File: src/rtl/power_domain_sequencer_pkg.sv
// Shared encodings for the power-domain sequencer: target levels, mode states,
// per-domain sequencer states and the mode-to-target mapping.
package power_domain_sequencer_pkg;

   typedef enum logic [1:0] {
      LvlOn    = 2'd0,
      LvlGated = 2'd1,
      LvlOff   = 2'd2
   } level_e;

   typedef enum logic [1:0] {
      PmNormal = 2'd0,
      PmIdle   = 2'd1,
      PmSleep  = 2'd2,
      PmPdown  = 2'd3
   } pm_state_e;

   typedef enum logic [2:0] {
      StOn,
      StGated,
      StIso,
      StOff,
      StSettle
   } seq_state_e;

   // keep_on only lifts a domain to ON in IDLE/SLEEP; PDOWN ignores it.
   function automatic level_e domain_target(pm_state_e st, logic keep, logic aon, logic core);
      level_e lvl;
      case (st)
         PmNormal: lvl = LvlOn;
         PmIdle:   lvl = (core || keep) ? LvlOn : LvlGated;
         PmSleep:  lvl = (core || keep) ? LvlOn : (aon ? LvlGated : LvlOff);
         default:  lvl = aon ? LvlGated : LvlOff;
      endcase
      return lvl;
   endfunction

endpackage

File: src/rtl/power_domain_sequencer_if.sv
// Request/status bundle between the core-side controller and the power sequencer.
interface power_domain_sequencer_if #(
   parameter int unsigned NumDomains = 4,
   parameter int unsigned IdleCntW   = 16
);
   logic                  cpu_idle;
   logic                  halt;
   logic                  sleep_req;
   logic                  power_down_req;
   logic                  wake_event;
   logic [IdleCntW-1:0]   idle_threshold;
   logic [NumDomains-1:0] keep_on;
   logic [NumDomains-1:0] domain_clk_en;
   logic [NumDomains-1:0] domain_iso;
   logic [NumDomains-1:0] domain_pwr_en;
   logic [1:0]            pm_state;
   logic                  busy;
   logic                  wake_ack;

   modport master (
      output cpu_idle, halt, sleep_req, power_down_req, wake_event, idle_threshold, keep_on,
      input  domain_clk_en, domain_iso, domain_pwr_en, pm_state, busy, wake_ack
   );

   modport slave (
      input  cpu_idle, halt, sleep_req, power_down_req, wake_event, idle_threshold, keep_on,
      output domain_clk_en, domain_iso, domain_pwr_en, pm_state, busy, wake_ack
   );
endinterface

File: src/rtl/power_domain_sequencer_domain_seq.sv
// One domain's gate/isolate/power-off walker; outputs decode straight from the state
// register so each step changes exactly one control.
module power_domain_sequencer_domain_seq
   import power_domain_sequencer_pkg::*;
#(
   parameter int unsigned SettleCycles = 8
) (
   input  logic   clk_i,
   input  logic   rst_i,
   input  level_e target_i,
   output logic   clk_en_o,
   output logic   iso_o,
   output logic   pwr_en_o,
   output logic   at_target_o
);
   localparam int unsigned SettleW = $clog2(SettleCycles + 1);

   seq_state_e         state_q, state_d;
   logic [SettleW-1:0] cnt_q, cnt_d;

   always_ff @(posedge clk_i) begin
      if (rst_i) begin
         state_q <= StOn;
         cnt_q   <= '0;
      end else begin
         state_q <= state_d;
         cnt_q   <= cnt_d;
      end
   end

   // StIso and StSettle always run to completion, whatever the target does meanwhile.
   always_comb begin
      state_d = state_q;
      cnt_d   = cnt_q;
      unique case (state_q)
         StOn:     if (target_i != LvlOn) state_d = StGated;
         StGated: begin
            if (target_i == LvlOn)       state_d = StOn;
            else if (target_i == LvlOff) state_d = StIso;
         end
         StIso:    state_d = StOff;
         StOff: begin
            if (target_i != LvlOff) begin
               state_d = StSettle;
               cnt_d   = SettleW'(SettleCycles - 1);
            end
         end
         StSettle: begin
            if (cnt_q == '0) state_d = StGated;
            else             cnt_d   = cnt_q - 1'b1;
         end
         default:  state_d = StOn;
      endcase
   end

   assign clk_en_o    = (state_q == StOn);
   assign iso_o       = (state_q == StIso) || (state_q == StOff) || (state_q == StSettle);
   assign pwr_en_o    = (state_q != StOff);
   assign at_target_o = ((state_q == StOn)    && (target_i == LvlOn))    ||
                        ((state_q == StGated) && (target_i == LvlGated)) ||
                        ((state_q == StOff)   && (target_i == LvlOff));

endmodule

File: src/rtl/power_domain_sequencer.sv
// Power manager top: mode FSM and idle counter pick a per-domain target level,
// one sequencer per domain walks to it; busy/wake_ack summarise progress.
module power_domain_sequencer
   import power_domain_sequencer_pkg::*;
#(
   parameter int unsigned           NumDomains   = 4,
   parameter int unsigned           IdleCntW     = 16,
   parameter int unsigned           SettleCycles = 8,
   parameter logic [NumDomains-1:0] AlwaysOnMask = NumDomains'(1)
) (
   input logic                     clk_i,
   input logic                     rst_i,
   power_domain_sequencer_if.slave pm_io
);
   pm_state_e             state_q, state_d;
   logic [IdleCntW-1:0]   idle_cnt_q, idle_cnt_d;
   logic                  wake_pend_q, wake_pend_d;
   logic [NumDomains-1:0] clk_en, iso, pwr_en, at_target;
   logic                  idle, wake_ack;

   assign idle = pm_io.cpu_idle || pm_io.halt;

   always_ff @(posedge clk_i) begin
      if (rst_i) begin
         state_q     <= PmNormal;
         idle_cnt_q  <= '0;
         wake_pend_q <= 1'b0;
      end else begin
         state_q     <= state_d;
         idle_cnt_q  <= idle_cnt_d;
         wake_pend_q <= wake_pend_d;
      end
   end

   always_comb begin
      state_d    = state_q;
      idle_cnt_d = '0;
      if (pm_io.wake_event && (state_q != PmNormal)) begin
         state_d = PmNormal;
      end else if (pm_io.power_down_req) begin
         state_d = PmPdown;
      end else if (pm_io.sleep_req && ((state_q == PmNormal) || (state_q == PmIdle))) begin
         state_d = PmSleep;
      end else begin
         unique case (state_q)
            PmNormal: begin
               if ((pm_io.idle_threshold != '0) && (idle_cnt_q == pm_io.idle_threshold)) begin
                  state_d = PmIdle;
               end else if (idle) begin
                  idle_cnt_d = (idle_cnt_q == '1) ? idle_cnt_q : idle_cnt_q + 1'b1;
               end
            end
            PmIdle:  if (!idle) state_d = PmNormal;
            PmSleep: if (!pm_io.sleep_req) state_d = PmNormal;
            default: state_d = PmNormal;
         endcase
      end
   end

   // A pending wake survives only while the mode stays NORMAL and until acknowledged.
   always_comb begin
      wake_pend_d = wake_pend_q && !wake_ack && (state_d == PmNormal);
      if (pm_io.wake_event && (state_q != PmNormal)) wake_pend_d = 1'b1;
   end

   for (genvar i = 0; i < NumDomains; i++) begin : g_dom
      level_e tgt;
      assign tgt = domain_target(state_q, pm_io.keep_on[i], AlwaysOnMask[i], (i == 0));

      power_domain_sequencer_domain_seq #(
         .SettleCycles (SettleCycles)
      ) u_seq (
         .clk_i       (clk_i),
         .rst_i       (rst_i),
         .target_i    (tgt),
         .clk_en_o    (clk_en[i]),
         .iso_o       (iso[i]),
         .pwr_en_o    (pwr_en[i]),
         .at_target_o (at_target[i])
      );
   end

   // In NORMAL every target is ON, so all-at-target means every domain is fully up.
   assign wake_ack = wake_pend_q && (state_q == PmNormal) && (&at_target);

   assign pm_io.domain_clk_en = clk_en;
   assign pm_io.domain_iso    = iso;
   assign pm_io.domain_pwr_en = pwr_en;
   assign pm_io.pm_state      = state_q;
   assign pm_io.busy          = ~(&at_target);
   assign pm_io.wake_ack      = wake_ack;

endmodule

File: src/flat_wrapper.sv
// flat-port wrapper written by rule: the top's interface ports become plain ports
module power_domain_sequencer_flat import power_domain_sequencer_pkg::*;
#(
   parameter int unsigned           NumDomains   = 4,
   parameter int unsigned           IdleCntW     = 16,
   parameter int unsigned           SettleCycles = 8,
   parameter logic [NumDomains-1:0] AlwaysOnMask = NumDomains'(1)
)
  (clk_i, rst_i, pm_io_cpu_idle, pm_io_halt, pm_io_sleep_req, pm_io_power_down_req, pm_io_wake_event, pm_io_idle_threshold, pm_io_keep_on, pm_io_domain_clk_en, pm_io_domain_iso, pm_io_domain_pwr_en, pm_io_pm_state, pm_io_busy, pm_io_wake_ack);
  power_domain_sequencer_if #(.NumDomains(NumDomains), .IdleCntW(IdleCntW)) pm_io_i ();
  input logic clk_i;
  input logic rst_i;
  input wire logic [$bits(pm_io_i.cpu_idle)-1:0] pm_io_cpu_idle;
  input wire logic [$bits(pm_io_i.halt)-1:0] pm_io_halt;
  input wire logic [$bits(pm_io_i.sleep_req)-1:0] pm_io_sleep_req;
  input wire logic [$bits(pm_io_i.power_down_req)-1:0] pm_io_power_down_req;
  input wire logic [$bits(pm_io_i.wake_event)-1:0] pm_io_wake_event;
  input wire logic [$bits(pm_io_i.idle_threshold)-1:0] pm_io_idle_threshold;
  input wire logic [$bits(pm_io_i.keep_on)-1:0] pm_io_keep_on;
  output wire logic [$bits(pm_io_i.domain_clk_en)-1:0] pm_io_domain_clk_en;
  output wire logic [$bits(pm_io_i.domain_iso)-1:0] pm_io_domain_iso;
  output wire logic [$bits(pm_io_i.domain_pwr_en)-1:0] pm_io_domain_pwr_en;
  output wire logic [$bits(pm_io_i.pm_state)-1:0] pm_io_pm_state;
  output wire logic [$bits(pm_io_i.busy)-1:0] pm_io_busy;
  output wire logic [$bits(pm_io_i.wake_ack)-1:0] pm_io_wake_ack;
  assign pm_io_i.cpu_idle = pm_io_cpu_idle;
  assign pm_io_i.halt = pm_io_halt;
  assign pm_io_i.sleep_req = pm_io_sleep_req;
  assign pm_io_i.power_down_req = pm_io_power_down_req;
  assign pm_io_i.wake_event = pm_io_wake_event;
  assign pm_io_i.idle_threshold = pm_io_idle_threshold;
  assign pm_io_i.keep_on = pm_io_keep_on;
  assign pm_io_domain_clk_en = pm_io_i.domain_clk_en;
  assign pm_io_domain_iso = pm_io_i.domain_iso;
  assign pm_io_domain_pwr_en = pm_io_i.domain_pwr_en;
  assign pm_io_pm_state = pm_io_i.pm_state;
  assign pm_io_busy = pm_io_i.busy;
  assign pm_io_wake_ack = pm_io_i.wake_ack;
  power_domain_sequencer #(.NumDomains(NumDomains), .IdleCntW(IdleCntW), .SettleCycles(SettleCycles), .AlwaysOnMask(AlwaysOnMask)) u_core (.clk_i(clk_i), .rst_i(rst_i), .pm_io(pm_io_i));
endmodule
File: config.mk
export PLATFORM = sky130hd
export DESIGN_NAME = power_domain_sequencer_flat
export DESIGN_NICKNAME = d
export VERILOG_FILES = /design/src/rtl/power_domain_sequencer_pkg.sv /design/src/rtl/power_domain_sequencer_if.sv /design/src/rtl/power_domain_sequencer_domain_seq.sv /design/src/rtl/power_domain_sequencer.sv /design/src/flat_wrapper.sv
export SDC_FILE = /design/constraint.sdc
export NUM_CORES = 1
export LEC_CHECK = 0
export CAP_MARGIN = 20
export CORE_MARGIN = 3
export CORE_UTILIZATION = 59
export CTS_BUF_LIST = sky130_fd_sc_hd__clkbuf_4 sky130_fd_sc_hd__clkbuf_8 sky130_fd_sc_hd__clkbuf_16
export CTS_CLUSTER_DIAMETER = 50
export DETAILED_ROUTE_END_ITERATION = 10
export PLACE_DENSITY_LB_ADDON = 0.1
export RECOVER_POWER = 100
export SLEW_MARGIN = 20
export SYNTH_ARGS = -nofsm -noshare
export SYNTH_HDL_FRONTEND = slang
export SYNTH_SLANG_ARGS = --single-unit
File: constraint.sdc
create_clock -name clk_i -period 3.4 [get_ports clk_i]
set_input_delay 0.34 -clock clk_i [delete_from_list [all_inputs] [get_ports clk_i]]
set_output_delay 0.34 -clock clk_i [all_outputs]
set_load 0.01 [all_outputs]
==> metrics.cfg, run 1 <==
[outcome]
outcome = finished clean

[floorplan]
core_region_area_um2 = 4530
die_h_um = 76.1
rows = 24
num_io_pins = 43
start_util_pct = 64.0
fp.dieW_um = 76.1
die-area_um2 = 5790

[sta]
report.final.slew_viol_count = 0
period_share_pct = 93.0
worst-slew-pin-transition_ns = 1.33
setup_viol = 0
hold_violations = 0
grt_setup_unrepaired = no
finalSetupTns_ns = 0
slew_headroom_pct = 11.2
fmax_mhz = 316
min_period_ns = 3.16
whs_ns = 0.502
fin_skew_ns = 0.0104

[grt]
first_global_vias = 2307
grt_overflow_total = 0
grt_max_degree = 33
grtUsageTotal_pct = 20.3
grt_pass1_wl_um = 9930
antenna_found_initial = 0

[cts]
cts_resized = 0
postCtsSetupRepairBufs = 0
cts_tree = yes
clock_latency_ns = 0.31
hold_buffers = 0
clock_sinks = 47
numCtsBuffers = 5
cts_root_buffer = clkbuf_8
htree_levels = 2
cts_buffer_depth = 2
cts.clk_slew.worst_paths_ns = 0.09

[route]
dr_total_vias = 2510
drcViolationCount = 0
wire_per_inst_um = 13.4
first_iter_violations = 160
viasPerCell = 5.76
antenna_left = 0
firstDrtPassIters = 4
routed_wl_um = 5820

[finish]
mostFrequentLayoutCells = 47 x dfxtp_1, 30 x nor2_1, 25 x clkdlybuf4s50_1, 23 x nor3_1, 22 x xor2_1
drive_gt1_share_pct = 6.74
syn2layout_area_growth_pct = 13.9
nets = 402
final_design_area_no_fill_um2 = 3300
final_common_cell = dfxtp_1
layout.cells.non_filler = 436
fillers = 356
post-route-util_pct = 72.9
n_antenna_cell = 0

[synth]
syn_area_um2 = 2900
synth_compound_area_share_pct = 19.7
muxShareOfSynthArea_pct = 0.690
ys_warn_count = 0
synth_top_family_by_area = simple AND/OR/NAND/NOR gates
synthFlopType = dfxtp_1
synth_xor_area_share_pct = 9.36
synth_edf_count = 0
netlist_instances = 350
synth_seq_cells = 47
yosysSeqAreaShare_pct = 32.4
synth_nets = 382
synth_fa_ha_area_share_pct = 2.55
async_flop_share_pct = 0
synth-simple-area-share_pct = 26.4
syn_avg_cell_area_um2 = 8.29
ys_types = 62

[placed_design]
gp_congestion = 0.838
dp_hpwl_um = 4400
port_buffers = 41
dp_cells = 428
place_area_um2 = 3220

[worst_setup_path]
required_ns = 3.06
crit_arrival_ns = 2.82
crit_path_start = u_core.pm_io.pm_state[0]
path_class = reg -> out
r2r_start = u_core.idle_cnt_q[14]
start_kind = register
path_max_fanout = 16
endpoint_kind = output pin

[pwr]
leakagePower_uw = 0.00115
ir_drop_v = 0.000203
switching_share_pct = 28.6
power_density_nw_per_um2 = 351
power_switching_uw = 332
power_frac_comb_pct = 18.1
p_seq_share_pct = 52.0
p_clk_share_pct = 29.9
intPower_uw = 830

[job]
cap_violations = 0

[worst_hold_path]
min_path_type = reg -> reg
holdCritStartpoint = u_core.g_dom[0].u_seq.state_q[0]

## worst max-delay path, cell delays in order (launching register included)
cell           delay [ns]
dfxtp_1              0.73
nor4b_1              0.30
a31o_1               0.18
a21oi_2              0.08
or4b_1               0.50
nor3_2               0.11
dlygate4sd3_1        0.62
## power by group through the flow
stage | sequential [uW] | combinational (uW) | clock [uW]
floorplan | 590 | 172 | 0
global placement | 615 | 216 | 0
detailed placement | 616 | 219 | 0
CTS | 603 | 220 | 354
global route | 608 | 230 | 379
finish | 604 | 210 | 347
## state kept, by name (all words and copies together) (netlist names)
signal	flops
u_core.wake_pend_q	1
u_core.g_dom.u_seq.state_q	12
u_core.idle_cnt_q	16
u_core.g_dom.u_seq.cnt_q	16
u_core.pm_io.pm_state	2
## synthesized netlist by cell type (4+ instances only)
library cell   n  area [um2]
clkbuf_1      10        37.5
inv_1         20        75.1
nor2b_1        4        25.0
xor2_1        22         193
nor3_1        23         115
buf_2          5        25.0
nor4_1        10        62.6
dfxtp_1       47         941
a21o_1         6        45.0
a21oi_1       21         105
nand2_1       17        63.8
ha_1           5        62.6
nand2b_1       6        37.5
a211oi_1      12        90.1
xnor2_1        9        78.8
nor2_1        30         113
o21ai_0        5        25.0
buf_4         12        90.1
nor3b_1        4        30.0
nand3_1       14        70.1
## final cells by class
type / count / area [um2] / share of cell area (%)
Clock buffer: 5 / 68.8 / 2.08
Clock inverter: 3 / 25.0 / 0.757
Inverter: 22 / 82.6 / 2.50
Multi-Input combinational cell: 252 / 1690 / 51.2
Sequential cell: 47 / 941 / 28.5
Tap cell: 65 / 81.3 / 2.46
Timing Repair Buffer: 42 / 414 / 12.5
## metrics by stage
stage / setup slack [ns] / total power (uW)
after global routing: 0.0756 / 1220
final: 0.238 / 1160
after CTS: 0.285 / 1180
after floorplan: 1.38 / 762
after global placement: 0.501 / 831
after detailed placement: 0.476 / 835
## path summary, 6_finish.rpt
kind,cells past startpoint,slack (ns),end
setup reg to reg,5,1.20,u_core.idle_cnt_q[14]
hold reg to reg,1,0.50,u_core.g_dom[0].u_seq.state_q[1]
hold / removal,1,0.50,u_core.g_dom[0].u_seq.state_q[1]
setup / recovery,6,0.24,pm_io_wake_ack
## kinds of logic after synthesis
family                   Yosys count
AND/OR/NAND/NOR                  134
AO/OA/AOI/OAI                     79
buffers and inverters             51
flip-flops                        47
XOR/XNOR                          31
adder cells (fa/ha/maj)            6
multiplexers                       2
## routing by layer
layer | up-vias | GRT usage [%] | routed length [um]
met1 | 1162 | 25.2 | 2740
met2 | 44 | 34.8 | 2760
met5 | - | 0 | 0
met4 | 0 | 6.88 | 104
met3 | 11 | 4.37 | 216
li1 | 1293 | - | -
Power figures use the tool's default switching activity.
==> inputs of run 2 (changes only) <==
Settings changed: CAP_MARGIN 20 to not set.
==> results of run 2 <==
No change in the layout: final DEF, timing and power equal those of run 1.
==> variant: new RTL, config.mk and constraints of run 1 <==
`SettleCycles` is set to 8 in 3 places; all go to 16.
--- a/src/rtl/power_domain_sequencer_domain_seq.sv
+++ b/src/rtl/power_domain_sequencer_domain_seq.sv
@@ -4,5 +4,5 @@
    import power_domain_sequencer_pkg::*;
 #(
-   parameter int unsigned SettleCycles = 8
+   parameter int unsigned SettleCycles = 16
 ) (
    input  logic   clk_i,
--- a/src/rtl/power_domain_sequencer.sv
+++ b/src/rtl/power_domain_sequencer.sv
@@ -6,5 +6,5 @@
    parameter int unsigned           NumDomains   = 4,
    parameter int unsigned           IdleCntW     = 16,
-   parameter int unsigned           SettleCycles = 8,
+   parameter int unsigned           SettleCycles = 16,
    parameter logic [NumDomains-1:0] AlwaysOnMask = NumDomains'(1)
 ) (
--- a/src/flat_wrapper.sv
+++ b/src/flat_wrapper.sv
@@ -4,5 +4,5 @@
    parameter int unsigned           NumDomains   = 4,
    parameter int unsigned           IdleCntW     = 16,
-   parameter int unsigned           SettleCycles = 8,
+   parameter int unsigned           SettleCycles = 16,
    parameter logic [NumDomains-1:0] AlwaysOnMask = NumDomains'(1)
 )
Behaviour: same outputs for any inputs over 4 cycles, from zero or initial values and one cycle with rst_i high; that may be too few to reach the edited logic, so the function may still have changed.
==> variant against run 1 <==
- the flow now finishes with violations (capacitance limit, slew limit)
- critical path depth is the same
- critical endpoint unchanged
- routed wire length up 20%
- area after synthesis grew 7.7%
- sequential share of layout area is 0.49 points higher
- largest cell class unchanged
- power up 8.8%
- sequential cell count grew 4
- setup slack worse by 0.025 ns
- highest routed layer unchanged
- final area grew 6.7%
- sequential power is 9.3% higher
- die area up 7.1%
- maximum frequency down 0.77%
- count of clock-buffer cells in the layout up 1
==> variant: results (changes against run 1) <==
* Max IR drop VDD at 0.286 mV (+41%)
* Post-layout net count at 433 (+7.7%)
* Failing checks: capacitance limit, slew limit
* Top cells by count, synth: 51 x dfxtp_1, 39 x nor2_1, 28 x nand2_1, 20 x xor2_1, 19 x a21oi_1
* DR vias at 2755 (+9.8%)
* Layout cells sized above 1 at 5.78% (-0.96 points)
* DP HPWL at 5.16 mm (+17%)
* Leak at 0.00123 uW (+7.5%)
* Met3 Track Usage GR at 4.65% (+0.28 points)
* Gr usage total at 23.4% (+3.1 points)
* WL met2 at 3.38 mm (+22%)
* R2R depth at 5 (unchanged)
* Synth Instances at 377 (+7.7%)
* Vias in the first global route at 2557 (+11%)
* Met3 wire length at 308 um (+43%)
* Run status: finished, violations left
* Reg2Reg Capture Point: u_core.wake_pend_q
* Sw frac at 29.1% (+0.55 points)
* First-pass GRT wire length at 11.8 mm (+19%)
* Clock Skews at 0.00782 ns (-0.00253 ns)
* Final Max Slew Viols at 38 (+38)
* Syn Nets at 413 (+8.1%)
* Wire length on met1 at 3.25 mm (+19%)
* Initial antenna violation count at 0 (unchanged)
* Initial drt markers at 180 (+13%)
* Worst Path Max Fanout at 14 (-2)
* GR Util met1 at 30.8% (+5.6 points)
* Slew headroom at -8.64% (-20 points)
* Post-synthesis sequential area ratio at 32.7% (+0.24 points)
* DP Worst Slack at 0.559 ns (+0.0827 ns)
* Max cap viols at 1 (+1)
* Synth top area cells: dfxtp_1 33%, xor2_1 5.6%, nor2_1 4.7%, a211oi_1 3.6%, ha_1 3.6%
* Pin count of the biggest net entering global routing at 38 (+15%)
* Final period util at 93.7% (+0.72 points)
* Hold Path Origin: u_core.g_dom[3].u_seq.cnt_q[0]
[variant: changes by cell type in the layout (fill, tap and decap cells not counted), moves of 5 or more]
| cell | run 1 | this run |
|---|---|---|
| a311oi_1 | 3 | 9 |
| inv_1 | 20 | 13 |
| nand2_1 | 17 | 28 |
| nand2b_1 | 6 | 11 |
| nor2_1 | 30 | 39 |
| nor3_1 | 23 | 14 |
[variant: cells by family (layout without fill, tap and decap cells)]
kind of cell	count (synthesis)	in the layout	synth area share, %
adder cells (fa/ha/maj)	9	9	3.60
multiplexers	3	3	0.961
AO/OA/AOI/OAI	79	79	18.9
buffers and inverters	43	64	7.49
XOR/XNOR	29	29	8.13
flip-flops	51	51	32.7
AND/OR/NAND/NOR	163	163	28.3
[variant: how the worst min path moves through the flow]
stage | end | slack [ns]
after floorplan | u_core.g_dom[3].u_seq.cnt_q[4] | 0.45
after global placement | u_core.g_dom[3].u_seq.cnt_q[3] | 0.46
after detailed placement | u_core.g_dom[1].u_seq.cnt_q[4] | 0.48
after CTS | u_core.g_dom[3].u_seq.cnt_q[3] | 0.50
after global routing | u_core.g_dom[3].u_seq.cnt_q[3] | 0.51
final | u_core.g_dom[3].u_seq.cnt_q[0] | 0.50
[variant: area by class of cell]
class | count | area (sq um)
Clock inverter | 2 | 12.5
Clock buffer | 6 | 76.3
Multi-Input combinational cell | 283 | 1860
Timing Repair Buffer | 43 | 418
Fill cell | 418 | 1390
Sequential cell | 51 | 1020
Tap cell | 67 | 83.8
Inverter | 13 | 48.8
[variant: power by group through the flow]
stage,clock [uW],combinational (uW),sequential (uW)
finish,355,249,660
global route,386,276,664
CTS,363,259,659
detailed placement,0,258,673
global placement,0,251,671
floorplan,0,205,643
